File: src/rtl/id_hazard_ctrl_if.sv
// rtl/id_hazard_ctrl_if.sv - ID-stage hazard controller signal bundle
interface id_hazard_ctrl_if #(
   parameter int CNT_W = 32
);
   logic [31:0]      id_inst;
   logic             id_valid;
   logic             branch_taken;
   logic             mem_stall;
   logic             stall;
   logic             flush_if;
   logic             flush_id;
   logic [1:0]       fwd_a;
   logic [1:0]       fwd_b;
   logic             rf_we;
   logic [CNT_W-1:0] stall_cnt;
   logic [CNT_W-1:0] flush_cnt;

   modport master (
      output id_inst, id_valid, branch_taken, mem_stall,
      input  stall, flush_if, flush_id, fwd_a, fwd_b, rf_we, stall_cnt, flush_cnt
   );

   modport slave (
      input  id_inst, id_valid, branch_taken, mem_stall,
      output stall, flush_if, flush_id, fwd_a, fwd_b, rf_we, stall_cnt, flush_cnt
   );
endinterface

File: src/rtl/id_hazard_ctrl.sv
// rtl/id_hazard_ctrl.sv - RV64 ID-stage hazard, forwarding and RF write-enable controller
module id_hazard_ctrl #(
   parameter int FWD_EN = 1,
   parameter int CNT_W  = 32
) (
   input  logic            clk,
   input  logic            rst,
   id_hazard_ctrl_if.slave bus
);
   // One in-flight pipeline slot: valid, destination, writes-rd, is-load.
   typedef struct packed {
      logic       v;
      logic [4:0] rd;
      logic       wr;
      logic       ld;
   } entry_t;

   localparam logic             FWD     = (FWD_EN != 0);
   localparam logic [CNT_W-1:0] CNT_ONE = {{(CNT_W-1){1'b0}}, 1'b1};
   localparam logic [CNT_W-1:0] CNT_MAX = {CNT_W{1'b1}};

   entry_t           ex_q, ex_d, mem_q, mem_d, wb_q, wb_d;
   logic [1:0]       fwd_a_q, fwd_a_d, fwd_b_q, fwd_b_d;
   logic [CNT_W-1:0] stall_cnt_q, stall_cnt_d, flush_cnt_q, flush_cnt_d;

   logic [6:0] opc;
   logic [4:0] rs1, rs2, rd;
   logic       use_rs1, use_rs2, wr_op, ld_op;
   entry_t     dec;
   logic       a_ex, a_mem, b_ex, b_mem;
   logic       hz;
   logic       stall_c, flush_if_c, flush_id_c;
   logic       issue;

   assign opc = bus.id_inst[6:0];
   assign rd  = bus.id_inst[11:7];
   assign rs1 = bus.id_inst[19:15];
   assign rs2 = bus.id_inst[24:20];

   function automatic logic src_match(input logic used, input logic [4:0] idx, input entry_t e);
      return used && (idx != 5'd0) && e.v && e.wr && (e.rd == idx);
   endfunction

   // Decode the IF/ID opcode into source usage, destination write and load flags.
   always_comb begin
      use_rs1 = 1'b0;
      use_rs2 = 1'b0;
      wr_op   = 1'b0;
      ld_op   = 1'b0;
      case (opc)
         7'b0110011, 7'b0111011: begin
            use_rs1 = 1'b1;
            use_rs2 = 1'b1;
            wr_op   = 1'b1;
         end
         7'b0010011, 7'b0011011, 7'b1100111: begin
            use_rs1 = 1'b1;
            wr_op   = 1'b1;
         end
         7'b0000011: begin
            use_rs1 = 1'b1;
            wr_op   = 1'b1;
            ld_op   = 1'b1;
         end
         7'b0100011, 7'b1100011: begin
            use_rs1 = 1'b1;
            use_rs2 = 1'b1;
         end
         7'b1101111, 7'b0110111, 7'b0010111: begin
            wr_op = 1'b1;
         end
         default: begin
         end
      endcase
   end

   // rd=x0 never counts as a write, so it can never create a dependency.
   assign dec = {1'b1, rd, wr_op & (rd != 5'd0), ld_op};

   assign a_ex  = src_match(use_rs1, rs1, ex_q);
   assign a_mem = src_match(use_rs1, rs1, mem_q);
   assign b_ex  = src_match(use_rs2, rs2, ex_q);
   assign b_mem = src_match(use_rs2, rs2, mem_q);

   // Hazard: load-use with forwarding, any EX/MEM producer without it. WB matches are safe (negedge RF write).
   always_comb begin
      hz = 1'b0;
      if (bus.id_valid) begin
         if (FWD) begin
            hz = (a_ex | b_ex) & ex_q.ld;
         end else begin
            hz = a_ex | b_ex | a_mem | b_mem;
         end
      end
   end

   // Pipeline control priority: memory freeze, then taken branch, then RAW hazard.
   always_comb begin
      stall_c    = 1'b0;
      flush_if_c = 1'b0;
      flush_id_c = 1'b0;
      if (bus.mem_stall) begin
         stall_c = 1'b1;
      end else if (bus.branch_taken) begin
         flush_if_c = 1'b1;
         flush_id_c = 1'b1;
      end else if (hz) begin
         stall_c    = 1'b1;
         flush_id_c = 1'b1;
      end
   end

   // Next state: advance the tracking entries, forward selects and counters unless memory freezes the pipe.
   always_comb begin
      ex_d        = ex_q;
      mem_d       = mem_q;
      wb_d        = wb_q;
      fwd_a_d     = fwd_a_q;
      fwd_b_d     = fwd_b_q;
      stall_cnt_d = stall_cnt_q;
      flush_cnt_d = flush_cnt_q;
      issue       = bus.id_valid & ~flush_id_c;
      if (!bus.mem_stall) begin
         wb_d  = mem_q;
         mem_d = ex_q;
         ex_d  = issue ? dec : '0;
         fwd_a_d = 2'b00;
         fwd_b_d = 2'b00;
         if (issue && FWD) begin
            // The youngest producer wins when both EX and MEM hold the register.
            if (a_ex) begin
               fwd_a_d = 2'b01;
            end else if (a_mem) begin
               fwd_a_d = 2'b10;
            end
            if (b_ex) begin
               fwd_b_d = 2'b01;
            end else if (b_mem) begin
               fwd_b_d = 2'b10;
            end
         end
         if (flush_if_c && (flush_cnt_q != CNT_MAX)) begin
            flush_cnt_d = flush_cnt_q + CNT_ONE;
         end
         if (stall_c && (stall_cnt_q != CNT_MAX)) begin
            stall_cnt_d = stall_cnt_q + CNT_ONE;
         end
      end
   end

   // State registers with synchronous active-low reset.
   always_ff @(posedge clk) begin
      if (!rst) begin
         ex_q        <= '0;
         mem_q       <= '0;
         wb_q        <= '0;
         fwd_a_q     <= 2'b00;
         fwd_b_q     <= 2'b00;
         stall_cnt_q <= '0;
         flush_cnt_q <= '0;
      end else begin
         ex_q        <= ex_d;
         mem_q       <= mem_d;
         wb_q        <= wb_d;
         fwd_a_q     <= fwd_a_d;
         fwd_b_q     <= fwd_b_d;
         stall_cnt_q <= stall_cnt_d;
         flush_cnt_q <= flush_cnt_d;
      end
   end

   // While reset is held every output reads zero, including state-derived ones.
   assign bus.stall     = rst & stall_c;
   assign bus.flush_if  = rst & flush_if_c;
   assign bus.flush_id  = rst & flush_id_c;
   assign bus.fwd_a     = rst ? fwd_a_q : 2'b00;
   assign bus.fwd_b     = rst ? fwd_b_q : 2'b00;
   assign bus.rf_we     = rst & wb_q.v & wb_q.wr;
   assign bus.stall_cnt = rst ? stall_cnt_q : '0;
   assign bus.flush_cnt = rst ? flush_cnt_q : '0;
endmodule

File: src/flat_wrapper.sv
// flat-port wrapper written by rule: the top's interface ports become plain ports
module id_hazard_ctrl_flat 
#(
   parameter int FWD_EN = 1,
   parameter int CNT_W  = 32
)
  (clk, rst, bus_id_inst, bus_id_valid, bus_branch_taken, bus_mem_stall, bus_stall, bus_flush_if, bus_flush_id, bus_fwd_a, bus_fwd_b, bus_rf_we, bus_stall_cnt, bus_flush_cnt);
  id_hazard_ctrl_if #(.CNT_W(CNT_W)) bus_i ();
  input  logic clk;
  input  logic rst;
  input wire logic [$bits(bus_i.id_inst)-1:0] bus_id_inst;
  input wire logic [$bits(bus_i.id_valid)-1:0] bus_id_valid;
  input wire logic [$bits(bus_i.branch_taken)-1:0] bus_branch_taken;
  input wire logic [$bits(bus_i.mem_stall)-1:0] bus_mem_stall;
  output wire logic [$bits(bus_i.stall)-1:0] bus_stall;
  output wire logic [$bits(bus_i.flush_if)-1:0] bus_flush_if;
  output wire logic [$bits(bus_i.flush_id)-1:0] bus_flush_id;
  output wire logic [$bits(bus_i.fwd_a)-1:0] bus_fwd_a;
  output wire logic [$bits(bus_i.fwd_b)-1:0] bus_fwd_b;
  output wire logic [$bits(bus_i.rf_we)-1:0] bus_rf_we;
  output wire logic [$bits(bus_i.stall_cnt)-1:0] bus_stall_cnt;
  output wire logic [$bits(bus_i.flush_cnt)-1:0] bus_flush_cnt;
  assign bus_i.id_inst = bus_id_inst;
  assign bus_i.id_valid = bus_id_valid;
  assign bus_i.branch_taken = bus_branch_taken;
  assign bus_i.mem_stall = bus_mem_stall;
  assign bus_stall = bus_i.stall;
  assign bus_flush_if = bus_i.flush_if;
  assign bus_flush_id = bus_i.flush_id;
  assign bus_fwd_a = bus_i.fwd_a;
  assign bus_fwd_b = bus_i.fwd_b;
  assign bus_rf_we = bus_i.rf_we;
  assign bus_stall_cnt = bus_i.stall_cnt;
  assign bus_flush_cnt = bus_i.flush_cnt;
  id_hazard_ctrl #(.FWD_EN(FWD_EN), .CNT_W(CNT_W)) u_core (.clk(clk), .rst(rst), .bus(bus_i));
endmodule
File: config.mk
export PLATFORM = sky130hd
export DESIGN_NAME = id_hazard_ctrl_flat
export DESIGN_NICKNAME = d
export VERILOG_FILES = /design/src/rtl/id_hazard_ctrl_if.sv /design/src/rtl/id_hazard_ctrl.sv /design/src/flat_wrapper.sv
export SDC_FILE = /design/constraint.sdc
export NUM_CORES = 1
export LEC_CHECK = 0
export CORE_ASPECT_RATIO = 0.8
export CORE_UTILIZATION = 51
export CTS_BUF_LIST = sky130_fd_sc_hd__clkbuf_16
export CTS_CLUSTER_DIAMETER = 150
export DETAILED_ROUTE_END_ITERATION = 10
export PLACE_DENSITY_LB_ADDON = 0.3
export SYNTH_ARGS = -nofsm -noshare
export SYNTH_HDL_FRONTEND = slang
export SYNTH_SLANG_ARGS = --single-unit
export TNS_END_PERCENT = 1
File: constraint.sdc
create_clock -name clk -period 6.7 [get_ports clk]
set_clock_uncertainty 0.05 [all_clocks]
set_input_delay 1.34 -clock clk [delete_from_list [all_inputs] [get_ports clk]]
set_output_delay 1.34 -clock clk [all_outputs]
set_load 0.05 [all_outputs]
==> results.ini <==
[clock_network]
htree_levels = 3
post_cts_buffers = 0
cts_root_buf = clkbuf_16
cts_resized = 0
cts_buffer_depth = 2
clk_latency_ns = 0.33
clock-sinks = 85
cts-buffers-inserted = 9
path_clk_slew_ns = 0.06
cts_tree = yes
cts_hold_buffers = 0

[yosys]
synth.distinct_cells = 60
synth_top_area_share_pct = 34.5
ys_top_cells_by_area = dfxtp_1 35%, and2_1 8.5%, nor2_1 5.3%
synthArstFlopShare_pct = 0
synth-simple-area-share_pct = 37.7
syn-cell-area_um2 = 4930
ys_warn_count = 0
synth_top_family_by_area = simple AND/OR/NAND/NOR gates
synth_compound_area_share_pct = 10.2
synth-adder-area-share_pct = 0.508
ys_seq_elements = 85
syn_area_per_cell_um2 = 8.26
ys.flop_type = dfxtp_1
yosys.area.top_type = dfxtp_1
synth_edf_count = 0
syn-num-nets = 636
ys_seq_area_share_pct = 34.5
synth_xor_xnor_area_share_pct = 7.29
synthMuxAreaShare_pct = 6.09
synthCells = 597

[grt]
grt_pass1_vias = 4431
grt_first_pass_wirelength_um = 20900
track_usage_pct = 25.3
grt_max_degree = 71
antenna_found_initial = 0
grt_overflow_total = 0

[flow_run]
maxCapViolCount = 0

[worst_setup_path]
r2r_end = u_core.stall_cnt_q[5]$_SDFFE_PN0P_
worstSetupPathType = in -> out
critPathMaxStageDelay_ns = 0.81
reg2reg_setup_slack_ns = 3.66
crit_family = buffers and inverters
worstSetupEndpoint = bus_stall
end_kind = primary output
crit_buf_inv = 2
worstPathRequired_ns = 5.31
cp-startpoint = bus_id_inst[18]
cp.arrival_ns = 4.15
start_kind = input port
crit_chain = clkdlybuf4s50_1, xnor2_1, nand4_1, nor3b_1, a22o_1, and2_1, a41o_1, clkdlybuf4s50_1
rr_startpoint = u_core.stall_cnt_q[0]$_SDFFE_PN0P_
cp_common_cell = clkdlybuf4s50_1
cp_slowest_cell = clkdlybuf4s50_1
cp_num_cells = 8
r2r_cells = 7
worst-path-max-fanout = 4

[cells_and_area]
drive_gt1_share_pct = 6.16
diodes = 0
mostFrequentLayoutCell = clkdlybuf4s50_1
n_fill_cell = 766
seq_area_um2 = 1700
multiInputGateArea_um2 = 3050
utilization_pct = 67.3
area_growth_pct = 26.0
mostFrequentLayoutCells = 97 x clkdlybuf4s50_1, 85 x dfxtp_1, 69 x nor2_1
finalNetCount = 719

[sta]
tightest_slew_ns = 1.06
period_share_pct = 82.7
max_freq_ghz = 0.181
fin_ws_ns = 1.16
setup_violations = 0
hold_viol_final = 0
fin_tns_setup_ns = 0
rsz0062_at_grt = false
min_period_ns = 5.54
slew_viol_final = 0
slew_headroom_pct = 29.5

[routing]
drt_iter0_markers = 309
wl_um = 12400
wl_per_cell_um = 15.6
vias = 4655
drc = 5
drt_first_pass_iters = 8
drtAntennaViolNets = 0
via_per_inst = 5.84

[floorplanning]
die_h_um = 89.9
die_w_um = 112
start_util_pct = 53.4
die_area_um2 = 10100
io-pin-count = 109
rows = 31
core_um2 = 9230

[place]
gp_congestion = 0.913
hpwl_um = 8820
pre_cts_slack_ns = 1.19
io_buffers = 98

[power_and_ir_drop]
p_leak_nw = 2.24
ir_worst_vdd_mv = 0.133
power_density_nw_per_um2 = 169

[min_path]
hp-class = reg -> reg

[outcome]
status = complete, but fails checks
violations = design-rule violations

## flip-flops by register name, summed over array words and instances, names as in the netlist
register            cells
u_core.flush_cnt_q     32
u_core.stall_cnt_q     32
u_core.ex_q             8
u_core.mem_q            7
u_core.fwd_a_q          2
u_core.fwd_b_q          2
u_core.wb_q             2
## Yosys cell counts, types with 7 or more instances
library cell  count
a21oi_1          17
and2_1           67
and3_1            7
clkbuf_1         16
dfxtp_1          85
inv_1            13
mux2_1           14
mux2i_1           9
nand2_1          41
nand3_1          31
nand4_1          31
nor2_1           69
nor3_1           21
nor3b_1           7
o21ai_0          21
or3_1            14
or4_1            12
xnor2_1          21
xor2_1           20
## logic make-up after synthesis
| group | after synthesis |
|---|---|
| simple gates | 330 |
| flops | 85 |
| compound gates | 70 |
| buf+inv | 42 |
| xor+xnor | 41 |
| mux | 27 |
| fa+ha+maj | 2 |
## stage by stage
stage                     cells  area (µm²)  total power [W]  hold slack (ns)
after CTS                   797        6210          0.00106            0.442
after detailed placement    784        5940         0.000592            0.423
final                       797        6210          0.00105            0.448
after floorplan             597        4930         0.000560            0.393
after global placement      784        5940         0.000590            0.417
after global routing        797        6210          0.00108            0.481
## how the worst min path moves through the flow
stage,startpoint,end,cells past startpoint
3_3_place_gp,u_core.stall_cnt_q[30]$_SDFFE_PN0P_,u_core.stall_cnt_q[30]$_SDFFE_PN0P_,2
6_report,u_core.ex_q[7]$_SDFFE_PN0N_,u_core.ex_q[7]$_SDFFE_PN0N_,1
5_1_grt,u_core.stall_cnt_q[30]$_SDFFE_PN0P_,u_core.stall_cnt_q[30]$_SDFFE_PN0P_,2
3_5_place_dp,u_core.stall_cnt_q[30]$_SDFFE_PN0P_,u_core.stall_cnt_q[30]$_SDFFE_PN0P_,2
4_1_cts,u_core.ex_q[7]$_SDFFE_PN0N_,u_core.ex_q[7]$_SDFFE_PN0N_,1
2_1_floorplan,u_core.stall_cnt_q[30]$_SDFFE_PN0P_,u_core.stall_cnt_q[30]$_SDFFE_PN0P_,2
## routing by layer
metal / vias up / track usage, % / share of wire, %
met4: 0 / 7.09 / 1.0
met2: 156 / 42.1 / 47
met3: 15 / 5.46 / 5.7
met1: 2196 / 32.9 / 46
li1: 2288 / - / -
met5: - / 0 / 0
## power breakdown
group / internal, W / leakage (nW) / switching [W] / total (W)
combinational: 0.0000300 / 1.41 / 0.0000405 / 0.0000705
sequential: 0.000508 / 0.685 / 0.00000281 / 0.000511
clock: 0.000280 / 0.138 / 0.000188 / 0.000467
## cell type report
cell class / count / share of cell area, %
multi-input combinational: 470 / 49.1
sequential: 85 / 27.4
timing repair buffer: 101 / 16.1
clock buffer: 9 / 3.63
tap: 115 / 2.32
inverter: 13 / 0.786
clock inverter: 4 / 0.705
Note: power is estimated with default switching activity, not from simulation.
